<file path="src/rtl/load_store_unit.sv">
`default_nettype none
// ============================================================================
// Module      : load_store_unit
// Description : Services the core's load (4'b1100) and store (4'b1101)
//               opcodes over a byte-wide req/ack memory bus. Each 16-bit
//               word access is split into two little-endian byte transfers.
//               The core is stalled until the access completes or a byte
//               transfer times out.
// Revision    : 1.0 - initial release
// ----------------------------------------------------------------------------
// Ports
//   clk           in   1   system clock, rising edge
//   rst           in   1   asynchronous active-high reset
//   i_start       in   1   core requests an access this cycle
//   i_opcode      in   4   4'b1100 load, 4'b1101 store, others ignored
//   i_address     in   16  word address
//   i_write_data  in   16  store word
//   o_read_data   out  16  last loaded word (registered)
//   o_stall       out  1   core must hold its state
//   o_done        out  1   one-cycle pulse: access finished
//   o_bus_error   out  1   one-cycle pulse with o_done: access timed out
//   o_bus_req     out  1   byte transfer requested
//   o_bus_we      out  1   1 = write byte, 0 = read byte
//   o_bus_addr    out  16  byte address
//   o_bus_wdata   out  8   write byte
//   i_bus_rdata   in   8   read byte, valid with i_bus_ack
//   i_bus_ack     in   1   transfer completes on an edge with req && ack
// ============================================================================
module load_store_unit #(
    parameter int TIMEOUT_CYCLES = 255
) (
    input  logic        clk,
    input  logic        rst,
    input  logic        i_start,
    input  logic [3:0]  i_opcode,
    input  logic [15:0] i_address,
    input  logic [15:0] i_write_data,
    output logic [15:0] o_read_data,
    output logic        o_stall,
    output logic        o_done,
    output logic        o_bus_error,
    output logic        o_bus_req,
    output logic        o_bus_we,
    output logic [15:0] o_bus_addr,
    output logic [7:0]  o_bus_wdata,
    input  logic [7:0]  i_bus_rdata,
    input  logic        i_bus_ack
);

    localparam logic [3:0] c_OP_LOAD  = 4'b1100;
    localparam logic [3:0] c_OP_STORE = 4'b1101;

    // Counter must hold TIMEOUT_CYCLES itself: it steps once more on the
    // timeout edge before DONE clears it.
    localparam int                 c_CNT_W    = $clog2(TIMEOUT_CYCLES + 1);
    localparam logic [c_CNT_W-1:0] c_CNT_LAST = c_CNT_W'(TIMEOUT_CYCLES - 1);
    localparam logic [c_CNT_W-1:0] c_CNT_ONE  = c_CNT_W'(1);

    localparam logic [1:0] c_S_IDLE  = 2'd0;
    localparam logic [1:0] c_S_BYTE0 = 2'd1;
    localparam logic [1:0] c_S_BYTE1 = 2'd2;
    localparam logic [1:0] c_S_DONE  = 2'd3;

    logic [1:0]         r_state;
    logic [1:0]         w_next_state;
    logic [14:0]        r_addr;        // word address; bit 15 has no byte slot
    logic [15:0]        r_wdata;
    logic               r_is_store;
    logic [7:0]         r_buf_lo;      // low byte of a load awaiting its high byte
    logic [c_CNT_W-1:0] r_tcnt;
    logic [15:0]        r_read_data;
    logic               r_err;

    logic w_valid_op;
    logic w_accept;
    logic w_in_byte;
    logic w_xfer;
    logic w_timeout;
    logic w_unused_addr_msb;

    assign w_unused_addr_msb = i_address[15];

    assign w_valid_op = (i_opcode == c_OP_LOAD) || (i_opcode == c_OP_STORE);
    assign w_accept   = (r_state == c_S_IDLE) && i_start && w_valid_op;
    assign w_in_byte  = (r_state == c_S_BYTE0) || (r_state == c_S_BYTE1);
    assign w_xfer     = w_in_byte && i_bus_ack;
    // A byte state has lasted TIMEOUT_CYCLES cycles when this is its last
    // cycle and still no ack; an ack on that same cycle wins.
    assign w_timeout  = w_in_byte && !i_bus_ack && (r_tcnt == c_CNT_LAST);

    // ------------------------------------------------------------------
    // State register
    // ------------------------------------------------------------------
    always_ff @(posedge clk or posedge rst) begin
        if (rst) begin
            r_state <= c_S_IDLE;
        end else begin
            r_state <= w_next_state;
        end
    end

    // ------------------------------------------------------------------
    // Next-state logic
    // ------------------------------------------------------------------
    always_comb begin
        w_next_state = r_state;
        case (r_state)
            c_S_IDLE: begin
                if (w_accept) begin
                    w_next_state = c_S_BYTE0;
                end
            end
            c_S_BYTE0: begin
                if (w_xfer) begin
                    w_next_state = c_S_BYTE1;
                end else if (w_timeout) begin
                    w_next_state = c_S_DONE;
                end
            end
            c_S_BYTE1: begin
                if (w_xfer || w_timeout) begin
                    w_next_state = c_S_DONE;
                end
            end
            c_S_DONE: begin
                w_next_state = c_S_IDLE;
            end
            default: begin
                w_next_state = c_S_IDLE;
            end
        endcase
    end

    // ------------------------------------------------------------------
    // Outputs: decoded from state so reset removes bus_req immediately
    // ------------------------------------------------------------------
    always_comb begin
        o_stall     = w_in_byte || w_accept;
        o_done      = (r_state == c_S_DONE);
        o_bus_error = (r_state == c_S_DONE) && r_err;
        o_bus_req   = w_in_byte;
        o_bus_we    = w_in_byte && r_is_store;
        o_bus_addr  = 16'h0000;
        o_bus_wdata = 8'h00;
        if (w_in_byte) begin
            o_bus_addr = {r_addr, (r_state == c_S_BYTE1)};
            if (r_is_store) begin
                o_bus_wdata = (r_state == c_S_BYTE1) ? r_wdata[15:8] : r_wdata[7:0];
            end
        end
    end

    assign o_read_data = r_read_data;

    // ------------------------------------------------------------------
    // Datapath
    // ------------------------------------------------------------------
    always_ff @(posedge clk or posedge rst) begin
        if (rst) begin
            r_addr      <= 15'h0000;
            r_wdata     <= 16'h0000;
            r_is_store  <= 1'b0;
            r_buf_lo    <= 8'h00;
            r_tcnt      <= '0;
            r_read_data <= 16'h0000;
            r_err       <= 1'b0;
        end else begin
            if (w_accept) begin
                r_addr     <= i_address[14:0];
                r_wdata    <= i_write_data;
                r_is_store <= (i_opcode == c_OP_STORE);
            end

            if (w_xfer || !w_in_byte) begin
                r_tcnt <= '0;
            end else begin
                r_tcnt <= r_tcnt + c_CNT_ONE;
            end

            if (w_xfer && !r_is_store && (r_state == c_S_BYTE0)) begin
                r_buf_lo <= i_bus_rdata;
            end

            // read_data is written on the edge into DONE so the new word is
            // presented together with the done pulse.
            if (!r_is_store) begin
                if (w_xfer && (r_state == c_S_BYTE1)) begin
                    r_read_data <= {i_bus_rdata, r_buf_lo};
                end else if (w_timeout) begin
                    r_read_data <= 16'h0000;
                end
            end

            if (w_timeout) begin
                r_err <= 1'b1;
            end else if (w_accept) begin
                r_err <= 1'b0;
            end
        end
    end

endmodule
`default_nettype wire

</file>
<file path="config.mk">
export PLATFORM = sky130hd
export DESIGN_NAME = load_store_unit
export DESIGN_NICKNAME = d
export VERILOG_FILES = /design/src/rtl/load_store_unit.sv
export SDC_FILE = /design/constraint.sdc
export NUM_CORES = 1
export LEC_CHECK = 0
export BUFFER_PORTS_ARGS = -buffer_cell sky130_fd_sc_hd__buf_2
export CAP_MARGIN = 20
export CORE_UTILIZATION = 40
export CTS_CLUSTER_SIZE = 10
export DETAILED_ROUTE_END_ITERATION = 8
export GPL_TIMING_DRIVEN = 0
export MAX_ROUTING_LAYER = met4
export PLACE_DENSITY = 0.67
export SYNTH_ARGS = -nofsm -noshare
export SYNTH_HDL_FRONTEND = slang
export SYNTH_SLANG_ARGS = --single-unit
</file>
<file path="constraint.sdc">
create_clock -name clk -period 2.2 [get_ports clk]
set_input_delay 0.11 -clock clk [delete_from_list [all_inputs] [get_ports clk]]
set_output_delay 0.11 -clock clk [all_outputs]
set_load 0.01 [all_outputs]
</file>
# After elaboration in Yosys (flattened, before gate mapping)

Index checks and enable logic that the tools add are counted.

Register bits: 67
Bits of input ports: 48
Output and inout bits: 45
Logic and storage cells: 56

$add $sub $neg: 1
Equality and inequality tests: 9
Muxes and demuxes: 14
Bitwise operators: 1
Reductions and logical operators: 23

Operators by type and width:

| operator              | count |
|---|---|
| $mux W16              | 3 |
| $mux W8               | 4 |
| $logic_and A1 B1 Y1   | 10 |
| $add A8 B1 Y8 const B | 1 |
| $eq A4 B4 Y1 const B  | 2 |
| $eq A8 B8 Y1 const B  | 1 |
| $mux W2               | 4 |
| $pmux W2 S4           | 1 |
| $logic_or A1 B1 Y1    | 5 |
| $eq A2 B2 Y1 const B  | 2 |
| $ne A2 B2 Y1 const B  | 2 |
| $reduce_bool A2 Y1    | 2 |
| $logic_not A1 Y1      | 3 |
| $ne A3 B3 Y1 const B  | 1 |
| $reduce_and A3 Y1     | 1 |
| $eq A2 B1 Y1 const B  | 1 |
| $logic_not A2 Y1      | 1 |
| $mux W1               | 2 |
| $reduce_and A2 Y1     | 1 |
| $not A1 Y1            | 1 |

# Logic depth before layout (Yosys ltp)

Depth in word-level cells: 7
Depth in mapped cells: 8
Depth with buffers taken out: 6

# Worst setup path before layout

Ideal clock, no wire load.

Path kind: register -> register
Start point: register r_state[0]
End point: register r_state[1]
Setup time: 0.128 ns
Arrival: 2.022 ns
Required time: 2.072 ns
Path slack: 0.051 ns
Stages on the path, launching flop included: 8
Buffers on the path: 1
Period minus slack after synthesis: 2.149 ns
Cell sequence: dfrtp_1 inv_1 ha_1 nand2b_1 buf_6 or3_4 a32oi_2 mux2_1

Cells in the longest elaborated chain, start to end: 7
Elaborated cells between the ends (all ways): 17
Those cells by class: eq/ne: 6; mux: 2; reduce/logical: 9

Ends and longest elaborated chain:

| item                                                | line | source |
|---|---|---|
| start: declaration                                  | 64   | `logic [1:0] r_state;` |
| start signal: assignment                            | 96   | `r_state <= c_S_IDLE;` |
| start signal: assignment                            | 98   | `r_state <= w_next_state;` |
| $eq A2 B1 Y1 / $eq A2 B2 Y1 (equally long branches) | 85   | `assign w_in_byte = (r_state == c_S_BYTE0) \|\| (r_state == c_S_BYTE1);` |
| $logic_or A1 B1 Y1 *                                | 85   |  |
| named net o_bus_req                                 | 42   | `output logic o_bus_req,` |
| $logic_and A1 B1 Y1 (2 in a row)                    | 89   | `assign w_timeout = w_in_byte && !i_bus_ack && (r_tcnt == c_CNT_LAST);` |
| $logic_or A1 B1 Y1                                  | 121  | `if (w_xfer \|\| w_timeout) begin` |
| $ne A2 B2 Y1 (no source line)                       | --   |  |
| $reduce_and A3 Y1 (no source line)                  | --   |  |

Mark *: on every way through the listed nets, which the timed path passes. The rest lies on a longest branch.
A chain may end at the register's enable or synchronous reset.

# Worst setup path after layout

Start point: register r_state[0]
End point: register r_state[1]

Cells in the longest elaborated chain, start to end: 7
Elaborated cells between the ends (all ways): 17
Those cells by class: eq/ne: 6; mux: 2; reduce/logical: 9

Ends and longest elaborated chain:

| item                                                | line |
|---|---|
| $eq A2 B1 Y1 / $eq A2 B2 Y1 (equally long branches) | 85, 107 |
| $logic_or A1 B1 Y1                                  | 85 |
| $logic_and A1 B1 Y1 (2 in a row)                    | 89 |
| $logic_or A1 B1 Y1                                  | 121 |
| $ne A2 B2 Y1 (no source line)                       | -- |
| $reduce_and A3 Y1 (no source line)                  | -- |

Parallel ways exist; a longest one is shown, timed or not.

==> flow_summary.json <==
{
  "status": "complete, no violations",
  "endpoint_kind": "register",
  "rows": 31,
  "root_buffer": "clkbuf_8",
  "required_ps": 2430,
  "path_cells": "inv_1 > ha_4 > nand2b_1 > buf_6 > or3_4 > a32oi_4 > mux2_1",
  "grt_max_degree": 68,
  "routedWlPerCell_um": 13.06,
  "min_to": "o_read_data[13]",
  "grt_usage_pct": 18.75,
  "slew_headroom_pct": 45.74,
  "combPwrFrac_pct": 40.3,
  "irDropWorstVdd_mv": 0.8145,
  "dr.first_iter.drc_count": 49,
  "tightest_slew_ps": 813.9,
  "slew_violations": 0,
  "setup_tns_ps": 0,
  "place_inst": 446,
  "dieArea_sq_um": 7807,
  "core_area_sq_um": 7214,
  "dieHeight_um": 88.36,
  "grt_pass1_wl_um": 10760,
  "synth-seq-cells": 67,
  "ant_nets": 0,
  "syn_avg_cell_area_sq_um": 11.65,
  "fin_crit_ps": 2110,
  "netlist_instances": 256,
  "via_count": 2317,
  "fillers": 634,
  "hold_viol_final": 0,
  "rsz0062_at_grt": "no",
  "cp_slowest_cell": "or3_4",
  "seqPwrFrac_pct": 38.0,
  "syn2layout_area_growth_pct": 42.11,
  "ys_seq_area_share_pct": 56.21,
  "critPathTopFamily": "simple AND/OR/NAND/NOR gates",
  "initial_core_util_pct": 41.35,
  "cp.depth": 7,
  "max_cap_violations": 0,
  "reg2reg_depth": 7,
  "worstReg2RegEnd": "r_state[1]",
  "critPathBufInv": 2,
  "grt_pass1_vias": 2303,
  "die_w_um": 88.36,
  "startpoint_type": "register",
  "numCtsBuffers": 9,
  "clock-sinks": 67,
  "power.density_nw_per_um2": 1244,
  "io_pins": 93,
  "hp-start": "i_bus_rdata[5]",
  "cts.htree.levels": 3,
  "drc_errors": 0,
  "num_antenna_cells": 0,
  "post_drt_via_cell_ratio": 4.597,
  "clockPowerShare_pct": 21.7,
  "timing.hold.ws_ps": 21.35,
  "met2_usage_pct": 30.49,
  "syn_area_sq_um": 2983,
  "fin_skew_ps": 10.27,
  "rrSetupSlack_ps": 90,
  "gp_congestion": 0.7412,
  "swShare_pct": 34.64,
  "hpwlAfterDp_um": 4154,
  "wl_um": 6581,
  "setup_viol": 0,
  "cts_buffer_depth": 2,
  "grt-ovfl-total": 0,
  "cp_max_fo": 9,
  "yosys_warnings": 0,
  "synth_top_area_share_pct": 56.21,
  "drt_first_pass_iters": 4,
  "port_buffers": 91,
  "hold_depth": 3,
  "finalNetCount": 456,
  "intPower_mw": 3.446,
  "grtUsageMet1_pct": 22.85,
  "synthTopCellsByArea": "dfrtp_1, mux2_2, nand2_1",
  "clock_latency_ps": 340,
  "yosys.area.top_type": "dfrtp_1",
  "period_share_pct": 95.90,
  "max_freq_mhz": 474.0,
  "p_leak_nw": 2.102,
  "synth_fp_nets": 312,
  "r2r-start": "r_state[0]",
  "power_mw": 5.273,
  "antenna_found_initial": 0,
  "globalRouteMet3Util_pct": 6.157,
  "slowest_delay_ps": 410,
  "cp.arrival_ps": 2340,
  "layout.cells.non_filler": 504,
  "drive_gt1_share_pct": 39.51,
  "cts_tree": "done",
  "ys_types": 29,
  "path_clk_slew_ps": 80,
  "hold_class": "in2reg",
  "worst-setup-path-type": "reg2reg",
  "grt-busiest-layer": "met2",
  "power_switching_mw": 1.827
}
[how the worst max path moves through the flow]
stage / start / endpoint / slack [ps]
detailed placement: r_state[0] / o_read_data[7] / -100
finish: r_state[0] / r_state[1] / 90
floorplan: r_state[0] / r_state[1] / 50
global placement: rst / r_addr[4] / -450
CTS: r_state[0] / r_state[1] / 30
global route: r_state[0] / r_state[1] / 8
[registers in the layout, indices dropped and copies added (netlist names)]
register / flops
r_buf_lo: 8
r_is_store: 1
r_err: 1
r_addr: 15
r_wdata: 16
o_read_data: 16
r_tcnt: 8
r_state: 2
[worst register-to-register path: stages (launching register included)]
cell	delay (ps)
dfrtp_1	350
inv_1	120
ha_4	310
nand2b_1	60
buf_6	140
or3_4	410
a32oi_4	280
mux2_1	340
[power groups by stage]
stage,registers (mW),logic (mW),clock network (mW)
2_1_floorplan,2.02,1.26,0
3_3_place_gp,2.00,1.92,0
3_5_place_dp,2.03,1.96,0
4_1_cts,2.00,2.11,1.17
5_1_grt,2.06,2.38,1.22
6_report,2.00,2.13,1.15
[routing by layer]
metal	vias up	part of all wire (%)
met5	-	0
met4	0	0.52
met3	4	5.1
met2	62	50
met1	1110	44
li1	1141	-
[metrics by stage]
stage	setup WS, ps	instance area, sq um	utilization, %
floorplan	50.71	2983	-
global placement	-447.1	3562	49.38
detailed placement	-99.66	3565	49.41
CTS	32.20	4224	58.55
global route	8.345	4239	58.76
finish	90.15	4239	58.76
[cell families after synthesis]
family                     count (synthesis)  synth area share [%]
and+or+nand+nor                           87                 13.84
DFF                                       67                 56.21
muxes                                     50                 18.50
AOI/OAI and AO/OA                         22                 4.195
buffers and inverters                     18                 2.726
adders and majority gates                  8                 3.356
xor gates and xnor gates                   4                 1.175
[Yosys cell counts (all sizes together)]
library cell  instances
a21oi                 2
xnor2                 1
o21ai                18
a311oi                1
or3                   3
a32oi                 1
clkbuf                6
inv                   6
or2                   2
and2                 17
dfrtp                67
nand2                38
mux2i                 9
nor2b                 1
nand2b                2
mux2                 41
nor2                 16
and3                  1
nand4b                1
xor2                  3
nand3                 5
buf                   6
ha                    8
nand4                 1
[cells in the final DEF, fill, tap and decap left out, types with 3 or more instances in the layout]
| master | netlist | routed |
|---|---|---|
| mux2_2 | 36 | 36 |
| dlygate4sd3_1 | 0 | 40 |
| clkbuf_8 | 0 | 9 |
| xor2_1 | 3 | 3 |
| buf_4 | 0 | 3 |
| nand2_1 | 38 | 37 |
| clkbuf_1 | 6 | 4 |
| nand3_1 | 5 | 5 |
| buf_2 | 5 | 95 |
| and2_1 | 17 | 17 |
| o21ai_0 | 18 | 18 |
| mux2_1 | 5 | 5 |
| inv_1 | 6 | 5 |
| ha_1 | 8 | 7 |
| dfrtp_1 | 67 | 67 |
| mux2i_1 | 9 | 9 |
| nor2_1 | 15 | 15 |
[final cells by class]
class                      count  area, sq um  area share (%)
multi-input combinational    171         1256           29.63
inverter                       6        25.02          0.5903
sequential                    67         1677           39.55
timing repair buffer         133        870.8           20.54
tap                           99        123.9           2.922
clock inverter                 7        98.84           2.332
buffer                        12        63.81           1.505
clock buffer                   9        123.9           2.922
[what timing repair did]
action	4_1_cts	5_1_grt
gates resized for setup	5	3
hold buffers	40	0
buffers inserted	2	0
endpoints found under the setup margin	39	2
endpoints found under the hold margin	106	0
(Power assumes the default switching activity.)
